==> src/rtl/piezo_mon.sv <==
// Piezo alert-line decoder: measures square-wave periods, groups them into notes and
// identifies the melody (steer / fast / batt) once the line has been silent.
module piezo_mon #(
  parameter int unsigned P_G6    = 32,
  parameter int unsigned P_C7    = 24,
  parameter int unsigned P_E7    = 19,
  parameter int unsigned P_G7    = 16,
  parameter int unsigned TOL     = 1,
  parameter int unsigned MIN_PER = 2,
  parameter int unsigned SIL_CYC = 64
) (
  input  logic        clk,
  input  logic        rst,
  input  logic        piezo,
  output logic        note_vld,
  output logic [1:0]  note,
  output logic [15:0] note_len,
  output logic        melody_vld,
  output logic [1:0]  melody,
  output logic        busy
);

  typedef enum logic [1:0] {StIdle, StTone, StEval} state_e;

  localparam logic [11:0] SeqSteer = {2'd0, 2'd1, 2'd2, 2'd3, 2'd2, 2'd3};
  localparam logic [5:0]  SeqFast  = {2'd0, 2'd1, 2'd2};
  localparam logic [11:0] SeqBatt  = {2'd3, 2'd2, 2'd3, 2'd2, 2'd1, 2'd0};

  state_e      state_q;
  logic [2:0]  sync_q;
  logic [15:0] per_cnt_q;
  logic [1:0]  run_note_q, run_note_d;
  logic [15:0] run_cnt_q, run_cnt_d;
  logic [11:0] seq_q;
  logic [2:0]  seq_cnt_q;
  logic        err_q, ovf_q, armed_q;

  logic        rise, silence, run_ok, commit, err_set, cls_vld;
  logic [1:0]  cls, mel_code;
  logic [31:0] period;

  function automatic logic in_win(input logic [31:0] per, input int unsigned nom);
    return (per + TOL >= nom) && (per <= nom + TOL);
  endfunction

  assign rise    = sync_q[1] & ~sync_q[2];
  assign period  = {16'd0, per_cnt_q} + 32'd1;
  assign silence = (per_cnt_q == 16'(SIL_CYC - 1));
  assign run_ok  = (run_cnt_q >= 16'(MIN_PER));
  assign busy    = (state_q == StTone);

  always_comb begin
    cls_vld = 1'b1;
    cls     = 2'd0;
    if (in_win(period, P_G6))      cls = 2'd0;
    else if (in_win(period, P_C7)) cls = 2'd1;
    else if (in_win(period, P_E7)) cls = 2'd2;
    else if (in_win(period, P_G7)) cls = 2'd3;
    else                           cls_vld = 1'b0;
  end

  // Run tracking; silence takes priority over a coincident rise.
  always_comb begin
    commit     = 1'b0;
    err_set    = 1'b0;
    run_note_d = run_note_q;
    run_cnt_d  = run_cnt_q;
    if (state_q == StTone) begin
      if (silence) begin
        commit    = run_ok;
        run_cnt_d = 16'd0;
      end else if (rise) begin
        if (!cls_vld) begin
          err_set   = 1'b1;
          commit    = run_ok;
          run_cnt_d = 16'd0;
        end else if (run_cnt_q != 16'd0 && cls == run_note_q) begin
          if (run_cnt_q != 16'hffff) run_cnt_d = run_cnt_q + 16'd1;
        end else begin
          commit     = run_ok;
          run_note_d = cls;
          run_cnt_d  = 16'd1;
        end
      end
    end
  end

  // Entry 0 of seq_q is the newest note, so the oldest sits in the highest slot in use.
  always_comb begin
    mel_code = 2'd0;
    if (!err_q && !ovf_q) begin
      if (seq_cnt_q == 3'd6 && seq_q == SeqSteer)     mel_code = 2'd1;
      else if (seq_cnt_q == 3'd3 && seq_q[5:0] == SeqFast) mel_code = 2'd2;
      else if (seq_cnt_q == 3'd6 && seq_q == SeqBatt) mel_code = 2'd3;
    end
  end

  always_ff @(posedge clk) begin
    if (rst) begin
      state_q    <= StIdle;
      sync_q     <= '0;
      per_cnt_q  <= '0;
      run_note_q <= '0;
      run_cnt_q  <= '0;
      seq_q      <= '0;
      seq_cnt_q  <= '0;
      err_q      <= 1'b0;
      ovf_q      <= 1'b0;
      armed_q    <= 1'b0;
      note_vld   <= 1'b0;
      note       <= '0;
      note_len   <= '0;
      melody_vld <= 1'b0;
      melody     <= '0;
    end else begin
      note_vld   <= 1'b0;
      melody_vld <= 1'b0;
      sync_q     <= {sync_q[1:0], piezo};
      run_note_q <= run_note_d;
      run_cnt_q  <= run_cnt_d;
      if (err_set) err_q <= 1'b1;
      if (commit) begin
        note_vld <= 1'b1;
        note     <= run_note_q;
        note_len <= run_cnt_q;
        seq_q    <= {seq_q[9:0], run_note_q};
        if (seq_cnt_q >= 3'd6) ovf_q <= 1'b1;
        if (seq_cnt_q != 3'd7) seq_cnt_q <= seq_cnt_q + 3'd1;
      end
      case (state_q)
        StIdle: begin
          per_cnt_q <= '0;
          if (rise) state_q <= StTone;
        end
        StTone: begin
          if (silence) begin
            state_q   <= StEval;
            per_cnt_q <= '0;
            armed_q   <= rise;
          end else if (rise) begin
            per_cnt_q <= '0;
          end else if (per_cnt_q != 16'hffff) begin
            per_cnt_q <= per_cnt_q + 16'd1;
          end
        end
        StEval: begin
          melody_vld <= 1'b1;
          melody     <= mel_code;
          err_q      <= 1'b0;
          ovf_q      <= 1'b0;
          seq_cnt_q  <= '0;
          seq_q      <= '0;
          armed_q    <= 1'b0;
          state_q    <= (armed_q || rise) ? StTone : StIdle;
          if (rise)         per_cnt_q <= '0;
          else if (armed_q) per_cnt_q <= per_cnt_q + 16'd1;
          else              per_cnt_q <= '0;
        end
        default: state_q <= StIdle;
      endcase
    end
  end

endmodule

==> config.mk <==
export PLATFORM = sky130hd
export DESIGN_NAME = piezo_mon
export DESIGN_NICKNAME = d
export VERILOG_FILES = /design/src/rtl/piezo_mon.sv
export SDC_FILE = /design/constraint.sdc
export NUM_CORES = 1
export LEC_CHECK = 0
export BUFFER_PORTS_ARGS = -buffer_cell sky130_fd_sc_hd__buf_2
export CAP_MARGIN = 20
export CELL_PAD_IN_SITES_DETAIL_PLACEMENT = 1
export CELL_PAD_IN_SITES_GLOBAL_PLACEMENT = 2
export CORE_MARGIN = 2
export CORE_UTILIZATION = 38
export DETAILED_ROUTE_END_ITERATION = 10
export PLACE_DENSITY_LB_ADDON = 0.1
export REMOVE_ABC_BUFFERS = 1
export SYNTH_ARGS = -nofsm -noshare
export SYNTH_HDL_FRONTEND = slang
export SYNTH_SLANG_ARGS = --single-unit
==> constraint.sdc <==
create_clock -name clk -period 4.89 [get_ports clk]
set_clock_uncertainty 0.15 [all_clocks]
set_input_delay 0.489 -clock clk [delete_from_list [all_inputs] [get_ports clk]]
set_output_delay 0.489 -clock clk [all_outputs]
set_load 0.03 [all_outputs]
# After elaboration in Yosys (flattened, before gate mapping)
# Index checks and enable logic that the tools add are counted.
# word_totals
word_cells,115
input_bits,3
ff_bits,79
output_inout_bits,23
# op_classes
n_reduce_logical,25
bitwise_logic,4
n_addsub,5
mux,40
order_cmp,10
n_eq_ne,16
# op_table
op,n
2-to-1 mux 16 bit,10
greater-or-equal comparator 32 x 5 -> 1 bit (second input constant),2
less-or-equal comparator 17 x 5 -> 1 bit (second input constant),3
case mux 16 bit (3 select lines),1
adder 16 x 1 -> 16 bit (second input constant),2
greater-or-equal comparator 32 x 6 -> 1 bit (second input constant),1
!= test 16 bit (second input constant),2
2-to-1 mux 2 bit,10
adder 17 x 1 -> 18 bit (second input constant),1
greater-or-equal comparator 18 x 5 -> 1 bit (second input constant),1
adder 16 x 1 -> 17 bit (second input constant),1
less-or-equal comparator 17 x 6 -> 1 bit (second input constant),1
2-to-1 mux 1 bit,17
== test 16 x 6 -> 1 bit (second input constant),1
greater-or-equal comparator 16 x 2 -> 1 bit (second input constant),1
nonzero test 16 bit,1
== test 12 bit (second input constant),1
== test 12 x 9 -> 1 bit (second input constant),1
AND reduction 2 bit,5
logical AND 1 bit,9
== test 6 x 3 -> 1 bit (second input constant),1
case mux 2 bit (3 select lines),1
AND reduction 5 bit,1
!= test 4 x 1 -> 1 bit (second input constant),1
other kinds (21),25

# Logic depth before layout (Yosys ltp)
# Gate-level depths: netlist (run 1).
# logic_depth
depth_word,16
ltp_mapped,16
ltp_nobuf,13

# Worst setup path after synthesis (run 1)
# OpenSTA, ideal clock, no wires.
# synth_timing
path_kind,flip-flop to flip-flop
startpoint,reg per_cnt_q[0]
endpoint,reg seq_q[1]
path_stages_with_launch,16
arrival_ns,3.512
t_required_ns,4.612
slack_ns,1.101
n_path_buf,3
period_less_slack_ns,3.789
setup_ns,0.128
path_cell_list,dfxtp_1 > ha_1 > buf_4 > nand4_2 > or4b_4 > o32ai_2 > o2111ai_2 > or4_4 > nand4_2 > o2111ai_2 > a2111oi_2 > nor3_2 > buf_4 > buf_6 > nand3_2 > o21ai_1
# synth_via
elab_chain_len,15
word_cells_on_any_way,30
cone_classes,add/sub (2); order compare (8); eq/ne (2); mux (13); reduce/logical (5)
# synth_rtl
element,line,rtl
from (decl),31,logic [15:0] per_cnt_q;
from (signal assigned),143,per_cnt_q <= per_cnt_q + 16'd1;
from (signal assigned),156,else if (armed_q) per_cnt_q <= per_cnt_q + 16'd1;
adder 16 x 1 -> 17 bit,47,"assign period = {16'd0, per_cnt_q} + 32'd1;"
adder 17 x 1 -> 18 bit,43,return (per + TOL >= nom) && (per <= nom + TOL);
greater-or-equal comparator 18 x 5 -> 1 bit,43,
logical AND 1 bit,43,
2-to-1 mux 2 bit,58,"else if (in_win(period, P_G7)) cls = 2'd3;"
2-to-1 mux 2 bit,57,"else if (in_win(period, P_E7)) cls = 2'd2;"
2-to-1 mux 2 bit,56,"else if (in_win(period, P_C7)) cls = 2'd1;"
2-to-1 mux 2 bit,55,"if (in_win(period, P_G6)) cls = 2'd0;"
== test 2 bit,77,end else if (run_cnt_q != 16'd0 && cls == run_note_q) begin
logical AND 1 bit,77,
2-to-1 mux 1 bit,77,
2-to-1 mux 1 bit,73,if (!cls_vld) begin
2-to-1 mux 1 bit,72,end else if (rise) begin
2-to-1 mux 1 bit (*),69,if (silence) begin
2-to-1 mux 1 bit (*),68,if (state_q == StTone) begin
to (signal assigned),126,"seq_q <= {seq_q[9:0], run_note_q};"
to (decl),34,logic [11:0] seq_q;
# Every way passes the cells marked *; elsewhere a longest branch is shown, timed or not.
# A chain may end at the register's enable or synchronous reset.

# Worst setup path in the final report (run 1)
# layout_timing
startpoint,reg per_cnt_q[1]
endpoint,reg note_len[15]
# layout_via
elab_chain_len,15
word_cells_on_any_way,30
cone_classes,add/sub (2); order compare (8); eq/ne (2); mux (13); reduce/logical (5)
# layout_rtl
element,line,rtl
adder 16 x 1 -> 17 bit,47,
adder 17 x 1 -> 18 bit,43,
greater-or-equal comparator 18 x 5 -> 1 bit,43,
logical AND 1 bit,43,
2-to-1 mux 2 bit,58,
2-to-1 mux 2 bit,57,
2-to-1 mux 2 bit,56,
2-to-1 mux 2 bit,55,
== test 2 bit,77,
logical AND 1 bit,77,
2-to-1 mux 1 bit,77,
2-to-1 mux 1 bit,73,
2-to-1 mux 1 bit,72,
2-to-1 mux 1 bit (*),69,
2-to-1 mux 1 bit (*),68,
to (signal assigned),125,note_len <= run_cnt_q;
to (decl),17,"output logic [15:0] note_len,"
# Marked as above.

==> results.md, run 1 <==
- Multiplexer area fraction after synthesis: under 10%
- Dpl cells: 810
- Worst hold path stage count: 2
- Setup TNS: 0 ps
- Routed wire length: 14300 µm
- Leak Pwr: between 2 and 2.5 nW
- Clk_lat worst skew: about 350 ps
- Crit path launch type: flop
- Setup crit end: note_len[15]
- Reg-to-reg slack, setup: 300 ps
- Footprint of the multi-input gates: 0.003221 mm²
- ANT cells: 0
- Chip height: between 100 and 150 µm
- Arr. time, crit path: 4630 ps
- Switching Fraction: 23.27%
- Pwr dens: 239.4 mW/mm²
- Area leader, netlist: dfxtp_1
- Post-synth EDFFs: 0
- Die W: between 100 and 150 µm
- Synth area leaders: dfxtp_1 31%, nor2_1 4.4%, nor2b_1 4.3%
- Post-detail-place hpwl: between 10000 and 15000 µm
- Count of final setup violators: 0
- Pins over their slew limit: 0
- Routability Congestion: 0.8936
- Post-Syn Area: between 0.005 and 0.006 mm²
- Clk network pwr share: ~50%
- Area growth syn-to-layout: 14.04%
- Initial core utilization: 38.74%
- Num CTS Buffers: 9
- Final Non-Filler Cells: ~830
- Final #Nets: around 670
- Cells after Synth: a little over 600
- CP required: around 4900 ps
- Post-DRT Antenna Nets: 0
- Max-Cap Viols: 0
- CTS tree: done
- Number of global-route vias before repair: around 4800
- Critical Path Sink Type: flop
- Post-Synth Adder-Cell Area: 3.933%
- Root Driver: clkbuf_16
- Post-synth top area share: 31.07%
- Largest net degree at the start of global routing: 45
- Length in cells of the worst reg-to-reg path: 12
- Outcome: completed
- Tot GR Track Use: 20.66%
- Sequential share of the synthesized area: 31.07%
- Beginning of the critical path: per_cnt_q[1]
- Final global-route overflow total: 0
- Total Power: 1.389 mW
- PostCTS Resize Cnt: 0
- Ys async rst share: 0%
- # fillers: roughly 1600
- DRC: 0
- Area of placed instances: 0.005490 mm²
- Synthesis Warnings: 0
- Fmax: 218.1 MHz
- Postcts setup bufs: 0
- CORE AREA: 0.01314 mm²
- Yosys cell types: 80
- PortBufs: 25
- Syn_area_per_cell: 8.249 µm²
- Fin util: 44.18%
- Unrepaired setup endpoints after global routing: no
- Drt first pass iters: 4
- Count of hold-fix buffers inserted at cts: 0
- Final Cycle Share: 93.78%
- Fraction of layout cells with a size suffix above 1: 16.64%
- Post-synth top flop: dfxtp_1
- Highest fanout seen on the critical path: 10
- Sink Count: just under 80
- Sequential cell area: ~0.0016 mm²
- Fin area: 0.005804 mm²
- Seq pwr share: 46.7%
- Max_slew headroom: 41.16%
- Logic pwr share: 4.3%
- Clock Tree Buf Depth: 2
- WL/cell: 17.33 µm
- CTS H-tree lvls: 3
- Clock slew at reported path FFs: 70 ps
- Initial antenna violation count: 0
- # rows: 42
- Fin. Hold Viols: 0
- Crit Path Class: flop to flop
- Power Internal: 1.066 mW
- Min cycle time layout: 4586 ps
- Via count: 4720
- I/O Pins: 26
- Slew of the pin with the lowest slew margin: 882.5 ps
- Synth Area in XOR/XNOR: under 10%
- Die ar.: 0.01434 mm²
- Worst R2R Start: per_cnt_q[1]
- Simple-gate share of the synthesized area: a little under 30%
- Synthesized flop and latch total: 79
- Net Switching: between 300 and 400 µW
- Hold Path Class: primary input to flop
- Worst r2r dst: note_len[15]
- Fraction of the mapped netlist area in compound gates: 24.26%
- Largest family of logic cells by synthesized area: simple AND/OR/NAND/NOR gates
- Vias per Instance: 5.721
- Initial drt markers: 226
- First-pass GRT wire length: ~24000 µm
- Peak VDD IR: roughly 0.00015 V
routing by layer:
metal	vias to the layer above	track usage, %	wire (µm)
met2	51	36.54	7208
met5	-	0	0
met1	2323	25.77	6579
li1	2336	-	-
met3	10	3.565	364
met4	0	5.809	149
power by group through the flow:
stage / Combinational [mW] / Clock (mW) / Sequential [mW]
finish: 0.0598 / 0.681 / 0.648
global route: 0.0676 / 0.718 / 0.649
CTS: 0.0607 / 0.701 / 0.648
detailed placement: 0.0601 / 0 / 0.663
global placement: 0.0591 / 0 / 0.663
floorplan: 0.0340 / 0 / 0.663
worst min path at each step:
stage,endpoint,start
6_report,sync_q[0],piezo
5_1_grt,sync_q[0],piezo
4_1_cts,sync_q[0],piezo
3_5_place_dp,sync_q[1],sync_q[0]
3_3_place_gp,sync_q[1],sync_q[0]
2_1_floorplan,sync_q[1],sync_q[0]
Yosys cell counts (4+ instances only):
cell type / n
a211o_1: 4
a211oi_1: 5
a21oi_1: 38
a22o_1: 14
a22oi_1: 7
a311oi_1: 4
a31oi_1: 7
and3_1: 18
and4_1: 4
buf_2: 9
buf_4: 6
buf_6: 4
clkbuf_1: 22
dfxtp_1: 79
ha_1: 16
inv_1: 18
mux2i_1: 17
nand2_1: 36
nand2b_1: 5
nand3_1: 15
nand3_2: 9
nand4_1: 10
nand4b_1: 6
nor2_1: 59
nor2b_1: 35
nor3_1: 19
nor4_1: 6
o211ai_1: 17
o21ai_0: 25
o21ai_1: 13
o31ai_1: 5
or3_1: 12
xnor2_1: 8
xor2_1: 5
cells in the final DEF (no fill, tap or decap), types with 6 or more instances in the layout:
cell type and n:
nor4_1 6, nor2_1 59, nand4b_1 6, o21ai_0 25, a21oi_1 38, a31oi_1 7, or3_1 12, o21ai_1 13
dfxtp_1 79, nand3_1 15, nand2_1 36, a22o_1 14, o211ai_1 17, nand4_1 10, inv_1 18, buf_4 34
clkbuf_16 9, a22oi_1 7, nand3_2 9, nor2b_1 35, ha_1 16, nor3_1 19, and3_1 18, buf_2 25
xnor2_1 8, mux2i_1 17
flip-flops by register name (all words and copies together) (netlist names), 3 cells and up:
name / flops
seq_q: 12
note_len: 16
run_cnt_q: 16
sync_q: 3
seq_cnt_q: 3
per_cnt_q: 16
per-stage QoR:
step           hold WS (ps)  setup slack, ps
3_3_place_gp          265.3            305.4
2_1_floorplan         263.8           -388.9
5_1_grt               239.5            1.568
4_1_cts               199.0            160.2
6_report              209.5            303.9
3_5_place_dp          283.1            191.5
worst max-delay path, stage by stage, from the launching register on:
cell and delay (ps):
dfxtp_1 350, ha_1 270, xnor2_1 610, o21ai_0 350
o211a_1 310, o22ai_1 150, a31oi_1 60, nor3_1 600
o2111ai_2 280, a2111oi_2 510, or3_1 470, mux2i_1 260
nor2_1 60
cell families (layout without fill, tap and decap cells):
| kind of cell | Yosys count | in the layout |
|---|---|---|
| and+or+nand+nor | 259 | 259 |
| AOI/OAI and AO/OA | 171 | 171 |
| DFF | 79 | 79 |
| buffers and inverters | 61 | 93 |
| muxes | 18 | 18 |
| adders and majority gates | 16 | 16 |
| xor gates and xnor gates | 13 | 13 |
cell type report:
cell class,instances,share of cell area (%)
Timing Repair Buffer,61,7.372
Clock buffer,10,4.117
Clock inverter,4,0.8191
Multi-Input combinational cell,477,55.49
Sequential cell,79,27.25
Inverter,18,1.164
Tap cell,176,3.794
(Power assumes the default switching activity.)
==> run 2: changes to the inputs <==
ABC_AREA = 1   (was default)
CORE_UTILIZATION = 34   (was 38)
==> run 2 against run 1 <==
Synthesized cell count up 31%. Worst hold slack about the same. Final area down 2.5%. Area after synthesis about the same.
==> results.md, run 2 <==
- Commonest cells after routing, fill and taps aside: 207 x nand2_1, 148 x nor2_1, 81 x inv_1
- Tot GR Track Use: 20.34% (-0.31 points)
- Final #Nets: 844 (+27%)
- Max_slew headroom: 31.45% (-9.7 points)
- Ys async rst share: 0% (unchanged)
- Die ar.: 0.01596 mm² (+11%)
- Synthesized flop and latch total: 79 (unchanged)
- Postcts setup bufs: 0 (unchanged)
- Largest net degree at the start of global routing: 39 (-13%)
- Setup TNS: 0 ps (unchanged)
- Pins over their slew limit: 0 (unchanged)
- Count of hold-fix buffers inserted at cts: 0 (unchanged)
- Synth area leaders: dfxtp_1 31%, nand2_1 15%, nor2_1 11%
- Count of final setup violators: 0 (unchanged)
- Most frequent cell after synthesis: nand2_1
- Initial core utilization: 34.87% (-3.9 points)
- Max-Cap Viols: 0 (unchanged)
- Unrepaired setup endpoints after global routing: no
- Drt first pass iters: 4 (unchanged)
- Final global-route overflow total: 0 (unchanged)
- Area growth syn-to-layout: 11.29%
- Clock Tree Buf Depth: 2 (unchanged)
- Crit path launch type: flop
- Root Driver: clkbuf_16
- Crit Path Class: flop to flop
- WL/cell: 15.59 µm (-10%)
- Yosys cell types: 42 (-48%)
- Fin. Hold Viols: 0 (unchanged)
- # fillers: 1935 (+21%)
- Cells after Synth: 806 (+31%)
- Routed wire length: 15810 µm (+11%)
- Via count: 5195 (+10%)
- Hold Path Class: primary input to flop
- Final Cycle Share: 88.60% (-5.2 points)
- Slew of the pin with the lowest slew margin: 1024 ps (+141.9 ps)
- Sink Count: 79 (unchanged)
- CP required: 4970 ps (+30 ps)
- Post-synth top flop: dfxtp_1
- PostCTS Resize Cnt: 0 (unchanged)
- Critical Path Sink Type: flop
- Fraction of layout cells with a size suffix above 1: 10.24% (-6.4 points)
- Number of global-route vias before repair: 5308 (+10%)
- Syn_area_per_cell: 6.312 µm² (-23%)
- I/O Pins: 26 (unchanged)
- Vias per Instance: 5.123 (-10%)
- Fin area: 0.005662 mm² (-2.5%)
- Clock slew at reported path FFs: 60 ps (about the same)
- Post-synth EDFFs: 0 (unchanged)
- # rows: 44 (+4.8%)
- Num CTS Buffers: 9 (unchanged)
- Outcome: completed
- ANT cells: 0 (unchanged)
- Leak Pwr: 2.439 nW (+12%)
- First-pass GRT wire length: 26560 µm (+10%)
- Post-DRT Antenna Nets: 0 (unchanged)
- Routability Congestion: 0.8831 (-1.2%)
- Pwr dens: 335.2 mW/mm² (+40%)
- Synthesis Warnings: 0 (unchanged)
- Post-Syn Area: 0.005087 mm² (about the same)
- Chip height: 126.3 µm (+5.5%)
- DRC: 0 (unchanged)
- Synth cell count leaders: 207 x nand2_1, 148 x nor2_1, 81 x inv_1
- Sequential share of the synthesized area: 31.09% (about the same)
- Highest fanout seen on the critical path: 35 (+25)
- CTS tree: done
- Initial drt markers: 238 (+5.3%)
- Arr. time, crit path: 4410 ps (-220 ps)
- Biggest regs: note_len x16, per_cnt_q x16, run_cnt_q x16
- CTS H-tree lvls: 3 (unchanged)
- Area leader, netlist: dfxtp_1
- CORE AREA: 0.01459 mm² (+11%)
- Area of placed instances: 0.005338 mm² (-2.8%)
- Post-synth top area share: 31.09% (about the same)
- Total Power: 1.898 mW (+37%)
- Die W: 126.3 µm (+5.5%)
- Min cycle time layout: 4332 ps (-253.7 ps)
- Peak VDD IR: 0.0002012 V (+32%)
- Initial antenna violation count: 0 (unchanged)
- Commonest non-fill, non-tap cell in the layout: nand2_1
- PortBufs: 25 (unchanged)
- Post-detail-place hpwl: 12030 µm (+14%)
- Fmax: 230.8 MHz (+5.9%)
- Clk_lat worst skew: 340 ps (about the same)
## run 2: path summary, 6_finish.rpt
kind	from	to	slack, ps	cells after the start
setup / recovery	per_cnt_q[0]	note_len[1]	560	20
hold / removal	piezo	sync_q[0]	210	3
setup reg to reg	per_cnt_q[0]	note_len[1]	560	20
hold reg to reg	sync_q[0]	sync_q[1]	260	2
## run 2: per-stage QoR
step	std cells	hold slack, ps	setup slack [ps]	util, %
final	1014	209.5	557.6	38.81
after global routing	1014	213.7	147.3	38.81
after CTS	1014	202.1	573.5	38.81
after detailed placement	998	254.0	600.5	36.59
after global placement	998	252.6	754.3	36.59
after floorplan	787	238.3	1595	-
## run 2: critical path, stage by stage (launching register included)
cell and delay [ps]:
dfxtp_1 440, ha_1 310, nand2_2 180, nor2_4 230
nand3_1 120, nand2_2 190, inv_2 110, nor3_1 440
nand3_1 190, o21ai_0 320, nand2_1 140, nand2_1 140
nand2_1 70, nand2_1 70, nand3_2 110, nor2_8 170
nand2_4 190, nand2_8 250, inv_4 170, nor2_1 140
nor2_1 50
## run 2: area by class of cell
type	count	area [µm²]	area share [%]
Clock buffer	11	242.7	4.287
Multi-Input combinational cell	616	3038	53.66
Inverter	92	347.8	6.144
Sequential cell	79	1582	27.93
Clock inverter	5	81.33	1.436
Tap cell	184	230.2	4.066
Timing Repair Buffer	27	140.1	2.475
## run 2: metal layers
metal | vias to the layer above | routed length [µm] | global-route usage, %
met3 | 12 | 381 | 3.374
met5 | - | 0 | 0
met1 | 2491 | 8287 | 28.51
met4 | 0 | 131 | 4.331
li1 | 2634 | - | -
met2 | 58 | 7012 | 33.11
## run 2: where the power goes
part / internal, mW / switching, mW / total [mW]
Sequential: 0.672 / 0.0297 / 0.702
Combinational: 0.126 / 0.325 / 0.452
Clock: 0.462 / 0.282 / 0.744
## run 2: cell families after synthesis
logic type                 after synthesis  synth area share, %
buffers and inverters                  111                9.198
adders and majority gates               16                3.935
DFF                                     79                31.09
and+or+nand+nor                        491                43.06
AOI/OAI and AO/OA                       97                10.65
xor gates and xnor gates                12                2.066
==> run 3: changes to the inputs <==
CORE_MARGIN = 5   (was 2)
GPL_TIMING_DRIVEN = 1   (was default)
==> run 3 against run 2 <==
Setup slack better by 52 ps. Power up 2.0%. Non-clock buffer count up 1. Sequential power about the same. Final area up 0.51%. Largest cell class unchanged. Largest power group unchanged.
==> results.md, run 3 (synthesized netlist as in run 2, its figures left out) <==
- Highest fanout seen on the critical path: 35 (unchanged)
- # rows: 44 (unchanged)
- First-pass GRT wire length: 26390 µm (-0.65%)
- Count of hold-fix buffers inserted at cts: 0 (unchanged)
- Hold Path Class: primary input to flop
- WL/cell: 15.48 µm (-0.73%)
- Slew of the pin with the lowest slew margin: 1024 ps (-0.8994 ps)
- Num CTS Buffers: 9 (unchanged)
- Max-Cap Viols: 0 (unchanged)
- Setup ws final: 610.0 ps (+52.43 ps)
- Number of global-route vias before repair: 5189 (-2.2%)
- Sink Count: 79 (unchanged)
- PortBufs: 25 (unchanged)
- Count of final setup violators: 0 (unchanged)
- Reg-to-reg slack, setup: 610 ps (+50 ps)
- CP required: 5020 ps (+50 ps)
- Postcts setup bufs: 0 (unchanged)
- Arr. time, crit path: 4410 ps (about the same)
- Clock slew at reported path FFs: 60 ps (about the same)
- Post-DRT Antenna Nets: 0 (unchanged)
- Setup TNS: 0 ps (unchanged)
- Die W: 132.3 µm (+4.7%)
- Critical Path Sink Type: flop
- Setup crit end: seq_q[10]
- Worst r2r dst: seq_q[10]
- DRC: 0 (unchanged)
- Worst R2R Start: per_cnt_q[0]
- Final Non-Filler Cells: 1015 (+0.099%)
- Vias per Instance: 5.078 (-0.89%)
- Unrepaired setup endpoints after global routing: no
- Crit Path Class: flop to flop
- Largest net degree at the start of global routing: 39 (unchanged)
- # fillers: 1913 (-1.1%)
- Dpl cells: 998 (unchanged)
- Fin area: 0.005690 mm² (+0.51%)
- PostCTS Resize Cnt: 0 (unchanged)
- Commonest cells after routing, fill and taps aside: 207 x nand2_1, 148 x nor2_1, 81 x inv_1
- Footprint of the multi-input gates: 0.003038 mm² (unchanged)
- Fin. Hold Viols: 0 (unchanged)
- Via count: 5154 (-0.79%)
- Sequential cell area: 0.001582 mm² (unchanged)
- Leak Pwr: 2.454 nW (+0.62%)
- Initial core utilization: 34.87% (unchanged)
- Commonest non-fill, non-tap cell in the layout: nand2_1
- Crit path launch type: flop
- I/O Pins: 26 (unchanged)
- Chip height: 132.3 µm (+4.7%)
- Final Cycle Share: 87.52% (-1.1 points)
- Routability Congestion: 0.8850 (+0.22%)
- Die ar.: 0.01751 mm² (+9.7%)
- CTS tree: done
- Min cycle time layout: 4280 ps (-52.43 ps)
- Tot GR Track Use: 18.01% (-2.3 points)
- Biggest regs: note_len x16, per_cnt_q x16, run_cnt_q x16
- Clock Tree Buf Depth: 2 (unchanged)
- Root Driver: clkbuf_16
- Initial antenna violation count: 0 (unchanged)
- Pwr dens: 340.0 mW/mm² (+1.4%)
- CORE AREA: 0.01459 mm² (unchanged)
- Fraction of layout cells with a size suffix above 1: 10.47% (+0.23 points)
- Total Power: 1.935 mW (+2.0%)
- Routed wire length: 15710 µm (-0.63%)
- Peak VDD IR: 0.0001651 V (-18%)
- Length in cells of the worst reg-to-reg path: 23 (+15%)
- Beginning of the critical path: per_cnt_q[0]
- Post-detail-place hpwl: 12000 µm (-0.28%)
- Min-delay src: piezo
- Fmax: 233.6 MHz (+1.2%)
- Pins over their slew limit: 0 (unchanged)
- Clk_lat worst skew: 350 ps (about the same)
- Initial drt markers: 296 (+24%)
- Final global-route overflow total: 0 (unchanged)
- Final #Nets: 845 (+0.12%)
- Area of placed instances: 0.005338 mm² (unchanged)
- ANT cells: 0 (unchanged)
- Area growth syn-to-layout: 11.85%
- CTS H-tree lvls: 3 (unchanged)
- Drt first pass iters: 5 (+1)
- Max_slew headroom: 31.77% (+0.31 points)
- Pre-CTS WS: 651.7 ps (+51.23 ps)
- Outcome: completed
## run 3: worst min-delay path by stage
stage                     cells past startpoint  slack [ps]         to
after floorplan                               2         240  sync_q[1]
after global placement                        2         250  sync_q[1]
after detailed placement                      2         260  sync_q[1]
after CTS                                     3         190  sync_q[0]
after global routing                          3         210  sync_q[0]
final                                         3         200  sync_q[0]
## run 3: cell type report
| cell class | count | share of cell area (%) |
|---|---|---|
| Clock buffer | 9 | 3.958 |
| Clock inverter | 7 | 2.111 |
| Inverter | 92 | 6.113 |
| Multi-Input combinational cell | 616 | 53.39 |
| Sequential cell | 79 | 27.79 |
| Tap cell | 184 | 4.046 |
| Timing Repair Buffer | 28 | 2.595 |
## run 3: layer usage
metal  wire length [µm]  GRT usage, %  vias to the layer above
met1               7996         25.56                     2421
met4                175         3.620                        0
met3                664         4.389                       13
met2               6875         27.85                       84
li1                   -             -                     2636
met5                  0             0                        -
## run 3: per-stage QoR
stage	hold WS (ps)	util (%)
after floorplan	238.3	-
after global placement	252.7	36.59
after detailed placement	259.3	36.59
after CTS	188.3	38.95
after global routing	210.0	39.01
final	195.6	39.01
## run 3: worst max-delay path: stages (launching register included)
cell     delay, ps
dfxtp_1        440
ha_1           320
nand2_2        190
nor2_4         240
nand2_1        110
nand2_1        100
nand2_2        120
inv_2          170
nand2_1         80
nor2_1         140
nand3_1         90
nand2_1        100
nand2_1         80
nor2_2         120
nand3_2        110
o21ai_2        250
nand2_1        130
nor2_2         190
inv_2          120
nand2_4        240
nand2_8        210
inv_4          300
nor2_1          80
nor2_1         110
## run 3: where the power goes
part           switching, mW  leakage, nW  total [mW]  internal [mW]
logic                  0.323         1.65       0.451          0.128
registers             0.0293        0.638       0.702          0.672
clock network          0.281        0.166       0.782          0.500
